### src/rtl/mem_arb_pkg.sv
// Shared encodings for the memory port arbiter: FSM states, owner ids and
// the wait-counter width.
package mem_arb_pkg;

    localparam int unsigned CNT_W = 4;

    // Arbiter FSM state encoding
    typedef enum logic [1:0] {
        ST_IDLE   = 2'd0,
        ST_ACCESS = 2'd1,
        ST_RESP   = 2'd2
    } state_e;

    // Requester identity
    typedef enum logic {
        OWN_I = 1'b0,
        OWN_D = 1'b1
    } owner_e;

endpackage

### src/rtl/mem_port_arbiter_arb2_rr.sv
// Combinational two-way grant between instruction fetch and data requesters.
// Ports:
//   i_req, d_req   request levels
//   last_grant     owner of the most recently completed transaction
//   grant_valid    at least one request is pending
//   grant_owner    winner (only meaningful when grant_valid)
// FAIR=1 alternates on a tie (the side that did not win last goes next);
// FAIR=0 always favours the data port on a tie.
module arb2_rr
    import mem_arb_pkg::*;
#(
    parameter bit FAIR = 1'b1
) (
    input  logic   i_req,
    input  logic   d_req,
    input  owner_e last_grant,
    output logic   grant_valid,
    output owner_e grant_owner
);

    // Grant decision
    always_comb begin
        grant_valid = i_req | d_req;
        grant_owner = OWN_I;
        if (i_req && d_req) begin
            if (FAIR) begin
                grant_owner = (last_grant == OWN_I) ? OWN_D : OWN_I;
            end else begin
                grant_owner = OWN_D;
            end
        end else if (d_req) begin
            grant_owner = OWN_D;
        end
    end

endmodule

### src/rtl/mem_port_arbiter.sv
// Shares a single-port memory (async read, sync write) between the
// instruction-fetch and data requesters. The winning request is latched and
// held on the memory for WAIT_CYCLES cycles, stores get a single write pulse
// in the final access cycle, read data is captured into the owner's rdata
// register, and the owner receives a one-cycle ack.
// Ports:
//   clk, rst_n                 clock, async active-low reset
//   i_req/i_addr/i_ack/i_rdata fetch requester (req held until ack)
//   d_req/d_we/d_addr/d_wdata  data requester (load/store)
//   d_ack/d_rdata              data completion and loaded word
//   mem_a/mem_d/mem_we/mem_spo memory interface
//   busy                       high whenever the FSM is not idle
// All outputs are registered.
module mem_port_arbiter
    import mem_arb_pkg::*;
#(
    parameter int unsigned ADDR_W      = 5,
    parameter int unsigned DATA_W      = 32,
    parameter int unsigned WAIT_CYCLES = 1,
    parameter bit          FAIR        = 1'b1
) (
    input  logic              clk,
    input  logic              rst_n,

    input  logic              i_req,
    input  logic [ADDR_W-1:0] i_addr,
    output logic              i_ack,
    output logic [DATA_W-1:0] i_rdata,

    input  logic              d_req,
    input  logic              d_we,
    input  logic [ADDR_W-1:0] d_addr,
    input  logic [DATA_W-1:0] d_wdata,
    output logic              d_ack,
    output logic [DATA_W-1:0] d_rdata,

    output logic [ADDR_W-1:0] mem_a,
    output logic [DATA_W-1:0] mem_d,
    output logic              mem_we,
    input  logic [DATA_W-1:0] mem_spo,

    output logic              busy
);

    // Counter preload: the access lasts cnt+1 cycles
    localparam logic [CNT_W-1:0] CNT_LOAD = CNT_W'(WAIT_CYCLES - 1);

    state_e              state_q,   state_d;
    logic [CNT_W-1:0]    cnt_q,     cnt_d;
    owner_e              owner_q,   owner_d;
    owner_e              last_q,    last_d;
    logic [ADDR_W-1:0]   addr_q,    addr_d;
    logic                we_q,      we_d;
    logic [DATA_W-1:0]   wdata_q,   wdata_d;
    logic [DATA_W-1:0]   i_rdata_q, i_rdata_d;
    logic [DATA_W-1:0]   d_rdata_q, d_rdata_d;
    logic                i_ack_q,   i_ack_d;
    logic                d_ack_q,   d_ack_d;
    logic [ADDR_W-1:0]   mem_a_q,   mem_a_d;
    logic [DATA_W-1:0]   mem_d_q,   mem_d_d;
    logic                mem_we_q,  mem_we_d;
    logic                busy_q,    busy_d;

    logic                grant_valid;
    owner_e              grant_owner;

    // Tie-break between the two requesters
    arb2_rr #(
        .FAIR(FAIR)
    ) u_arb (
        .i_req       (i_req),
        .d_req       (d_req),
        .last_grant  (last_q),
        .grant_valid (grant_valid),
        .grant_owner (grant_owner)
    );

    // Next-state and registered-output logic
    always_comb begin
        state_d   = state_q;
        cnt_d     = cnt_q;
        owner_d   = owner_q;
        last_d    = last_q;
        addr_d    = addr_q;
        we_d      = we_q;
        wdata_d   = wdata_q;
        i_rdata_d = i_rdata_q;
        d_rdata_d = d_rdata_q;

        unique case (state_q)
            ST_IDLE: begin
                if (grant_valid) begin
                    owner_d = grant_owner;
                    if (grant_owner == OWN_D) begin
                        addr_d  = d_addr;
                        we_d    = d_we;
                        wdata_d = d_wdata;
                    end else begin
                        addr_d  = i_addr;
                        we_d    = 1'b0;
                        wdata_d = '0;
                    end
                    cnt_d   = CNT_LOAD;
                    state_d = ST_ACCESS;
                end
            end
            ST_ACCESS: begin
                if (cnt_q != '0) begin
                    cnt_d = cnt_q - CNT_W'(1);
                end else begin
                    // mem_a has been stable for the whole access; sample the read
                    if (!we_q) begin
                        if (owner_q == OWN_I) begin
                            i_rdata_d = mem_spo;
                        end else begin
                            d_rdata_d = mem_spo;
                        end
                    end
                    state_d = ST_RESP;
                end
            end
            ST_RESP: begin
                last_d  = owner_q;
                state_d = ST_IDLE;
            end
            default: begin
                state_d = ST_IDLE;
            end
        endcase

        // Outputs are derived from next-state so they register alongside it
        mem_a_d  = (state_d == ST_ACCESS) ? addr_d  : '0;
        mem_d_d  = (state_d == ST_ACCESS) ? wdata_d : '0;
        mem_we_d = (state_d == ST_ACCESS) && (cnt_d == '0) && we_d;
        busy_d   = (state_d != ST_IDLE);
        i_ack_d  = (state_d == ST_RESP) && (owner_d == OWN_I);
        d_ack_d  = (state_d == ST_RESP) && (owner_d == OWN_D);
    end

    // State and output registers
    always_ff @(posedge clk or negedge rst_n) begin
        if (!rst_n) begin
            state_q   <= ST_IDLE;
            cnt_q     <= '0;
            owner_q   <= OWN_I;
            last_q    <= OWN_D;
            addr_q    <= '0;
            we_q      <= 1'b0;
            wdata_q   <= '0;
            i_rdata_q <= '0;
            d_rdata_q <= '0;
            i_ack_q   <= 1'b0;
            d_ack_q   <= 1'b0;
            mem_a_q   <= '0;
            mem_d_q   <= '0;
            mem_we_q  <= 1'b0;
            busy_q    <= 1'b0;
        end else begin
            state_q   <= state_d;
            cnt_q     <= cnt_d;
            owner_q   <= owner_d;
            last_q    <= last_d;
            addr_q    <= addr_d;
            we_q      <= we_d;
            wdata_q   <= wdata_d;
            i_rdata_q <= i_rdata_d;
            d_rdata_q <= d_rdata_d;
            i_ack_q   <= i_ack_d;
            d_ack_q   <= d_ack_d;
            mem_a_q   <= mem_a_d;
            mem_d_q   <= mem_d_d;
            mem_we_q  <= mem_we_d;
            busy_q    <= busy_d;
        end
    end

    assign i_ack   = i_ack_q;
    assign d_ack   = d_ack_q;
    assign i_rdata = i_rdata_q;
    assign d_rdata = d_rdata_q;
    assign mem_a   = mem_a_q;
    assign mem_d   = mem_d_q;
    assign mem_we  = mem_we_q;
    assign busy    = busy_q;

    // Configuration and protocol checks (ignored by synthesis)
    a_wait_cfg: assert property (@(posedge clk) disable iff (!rst_n)
        (WAIT_CYCLES >= 1) && (WAIT_CYCLES <= 15))
        else $error("mem_port_arbiter: WAIT_CYCLES out of range 1..15");

    a_ack_excl: assert property (@(posedge clk) disable iff (!rst_n)
        !(i_ack_q && d_ack_q))
        else $error("mem_port_arbiter: simultaneous i_ack and d_ack");

endmodule

### config.mk
export PLATFORM = sky130hd
export DESIGN_NAME = mem_port_arbiter
export DESIGN_NICKNAME = d
export VERILOG_FILES = /design/src/rtl/mem_arb_pkg.sv /design/src/rtl/mem_port_arbiter_arb2_rr.sv /design/src/rtl/mem_port_arbiter.sv
export SDC_FILE = /design/constraint.sdc
export NUM_CORES = 1
export LEC_CHECK = 0
export CAP_MARGIN = 40
export CORE_ASPECT_RATIO = 1.25
export CORE_UTILIZATION = 46
export DETAILED_ROUTE_END_ITERATION = 7
export PLACE_DENSITY = 0.88
export SYNTH_ARGS = -nofsm -noshare
export SYNTH_HDL_FRONTEND = slang
export SYNTH_SLANG_ARGS = --single-unit
### constraint.sdc
create_clock -name clk -period 2.8 [get_ports clk]
set_input_delay 0.56 -clock clk [delete_from_list [all_inputs] [get_ports clk]]
set_output_delay 0.56 -clock clk [all_outputs]
set_load 0.01 [all_outputs]
==> impl_metrics.json <==
{
  "cts_hold_buf": 0,
  "final_nets": 641,
  "clock_tree.buffer_depth": 2,
  "endpoint_kind": "flip-flop",
  "yosysWarningCount": 0,
  "leading_cell_types_in_the_layout_fill_and_taps_excluded": "182 x clkdlybuf4s50_1, 150 x dfrtp_1, 34 x and2_1, 34 x mux2_2, 32 x a22o_1",
  "pin_count_of_the_biggest_net_entering_global_routing": 68,
  "syn-num-nets": 447,
  "crit_path_start_kind": "flip-flop",
  "final_common_cell": "clkdlybuf4s50_1",
  "initial_core_util": 0.469,
  "synth_register_bits": 151,
  "area_growth_syn_to_layout_pct": 46.3,
  "grt_remaining_overflow": 0,
  "cp_data_arrival_time_ns": 2.82,
  "total_global_routing_track_utilization": 0.220,
  "drc": 0,
  "place_area_um2": 7720,
  "placement.io_buffers": 183,
  "first_global_vias": 4109,
  "floorplan.rows": 45,
  "detailroute.via_count": 3751,
  "synth_enable_flop_cells": 0,
  "antenna_found_initial": 0,
  "floorplan.die_area_um2": 12800,
  "setup_viol_count_final": 0,
  "fill_cells": 783,
  "setup.worst_path.class": "reg -> reg",
  "tightest_slew_ns": 0.621,
  "syn_area_per_cell_um2": 15.5,
  "tritoncts": "yes",
  "seq_area_frac_synth": 0.665,
  "post-cts-setup-buffers": 0,
  "whs_ns": 0.139,
  "clkSinkCount": 151,
  "hold_path_class": "in -> async",
  "total_leakage_power_nw": 3.77,
  "run_status": "finished, final reports clean",
  "async_flop_share": 1.00,
  "summed_area_of_non_filler_cells_in_the_final_layout_um2": 8310,
  "route.antenna.remaining_nets": 0,
  "period_minus_slack_ns": 2.53,
  "wl_per_cell_um": 18.2,
  "drt-vias-per-instance": 5.08,
  "cts_resized": 0,
  "drt_iter0_drc": 94,
  "floorplan.core_area_um2": 12100,
  "cts_inserted_buffers": 17,
  "global_route.usage.met2": 0.381,
  "pwr_density_cell_nw_per_um2": 1170,
  "hpwlAfterDp_um": 9250,
  "worst_skew_pair.late_latency_ns": 0.41,
  "gr-usage-met1": 0.244,
  "reg_clk_slew_reported_paths_ns": 0.07,
  "detail_route.wirelength_um": 13500,
  "gp_routability_congestion": 0.788,
  "drt_first_pass_iters": 4,
  "finalSetupTns_ns": 0,
  "post_synth_instance_area_um2": 5680,
  "ir_drop_uv": 600,
  "gr-usage-met3": 0.0782,
  "maximum_achievable_frequency_ghz": 0.396,
  "reg2reg_setup_slack_ns": 0.27,
  "final.period_utilization": 0.903,
  "finish.utilization": 0.687,
  "critPathRequiredTime_ns": 3.10,
  "top_usage_layer_grt": "met2",
  "chipHeight_um": 126,
  "boundaryPins": 184,
  "max_cap_viol_count": 0,
  "synth.lib_cells_used.distinct": 41,
  "cts_root_buf": "clkbuf_16",
  "layout-drive-gt1-share": 0.209,
  "insertedDiodeCount": 0,
  "finalMaxSlewViolations": 0,
  "slew-limit-headroom": 0.586,
  "postSynthCellCount": 367,
  "h_tree_depth": 4,
  "finClkSkew_ns": 0.0117,
  "ys.flop_type": "dfrtp_1",
  "setup_repair_after_global_routing_missed_its_margin": "false",
  "dieWidth_um": 101,
  "crit_fanout": 32,
  "timing_hold_violations_final": 0,
  "grt_first_pass_wirelength_um": 21000
}
==> cells in the mapped netlist (all sizes together) (4+ instances only) <==
cell type	number	share of area
o211a	5	0.0088
mux2	65	0.15
and2	34	0.037
clkbuf	9	0.0062
nand2	7	0.0046
o21a	7	0.0092
o21ai	5	0.0044
dfrtp	150	0.66
a22o	32	0.049
inv	4	0.0026
mux2i	5	0.0088
buf	12	0.015
nor2	6	0.0040
==> cells by family (layout without fill, tap and decap cells) <==
family,Yosys count,in the layout,share of synthesized area
adder cells (fa/ha/maj),1,1,0.00220
AO/OA/AOI/OAI,55,55,0.0804
multiplexers,70,70,0.157
AND/OR/NAND/NOR,65,65,0.0711
buffers and inverters,25,232,0.0238
flip-flops,151,151,0.665
==> per-stage QoR <==
step	total power, mW	cells	setup WS (ns)
after global routing	10.2	738	0.153
after detailed placement	7.49	706	0.292
after CTS	9.81	738	0.278
after global placement	7.28	706	0.424
after floorplan	5.51	367	0.742
final	9.71	738	0.273
==> power breakdown <==
group / internal (mW) / leakage [nW] / total [mW] / switching, mW
sequential: 3.12 / 1.87 / 3.63 / 0.509
combinational: 2.31 / 1.62 / 3.83 / 1.52
clock: 1.34 / 0.282 / 2.26 / 0.921
total: 6.77 / 3.77 / 9.71 / 2.95
==> registers in the layout, summed over array words and instances (netlist names), 2 cells and up <==
signal,count
mem_a,5
wdata_q,32
mem_d,32
addr_q,5
d_rdata,32
state_q,2
i_rdata,32
cnt_q,4
==> per-layer routing <==
| layer | wire, um | vias to the layer above |
|---|---|---|
| met2 | 6820 | 144 |
| met5 | 0 | - |
| met1 | 5240 | 1901 |
| met3 | 1110 | 25 |
| li1 | - | 1681 |
| met4 | 303 | 0 |
==> worst max-delay path, cell delays in order, from the launching register on <==
cell      delay [ns]
dfrtp_1         0.40
inv_1           0.09
ha_1            0.22
nor3b_4         0.36
nand2b_2        0.15
or3b_2          0.48
buf_4           0.33
mux2_4          0.37
==> layout make-up <==
class	count	area, um2	area share
clock inverter	14	163	0.0196
timing repair buffer	196	1930	0.232
sequential	151	3780	0.455
clock buffer	18	429	0.0516
multi-input combinational	191	1790	0.215
tap	164	205	0.0247
inverter	4	15.0	0.00181
==> path summary, 6_finish.rpt <==
path,startpoint,endpoint,cells after the start
max in group asynchronous,rst_n,i_rdata[31],2
worst min register to register,i_rdata[23],i_rdata[23],1
worst max register to register,cnt_q[0],d_rdata[12],7
worst max-delay path,cnt_q[0],d_rdata[12],7
min in group clk,i_rdata[23],i_rdata[23],1
worst min-delay path,rst_n,d_rdata[2],1
No activity file was read; power rests on OpenSTA's default activity.
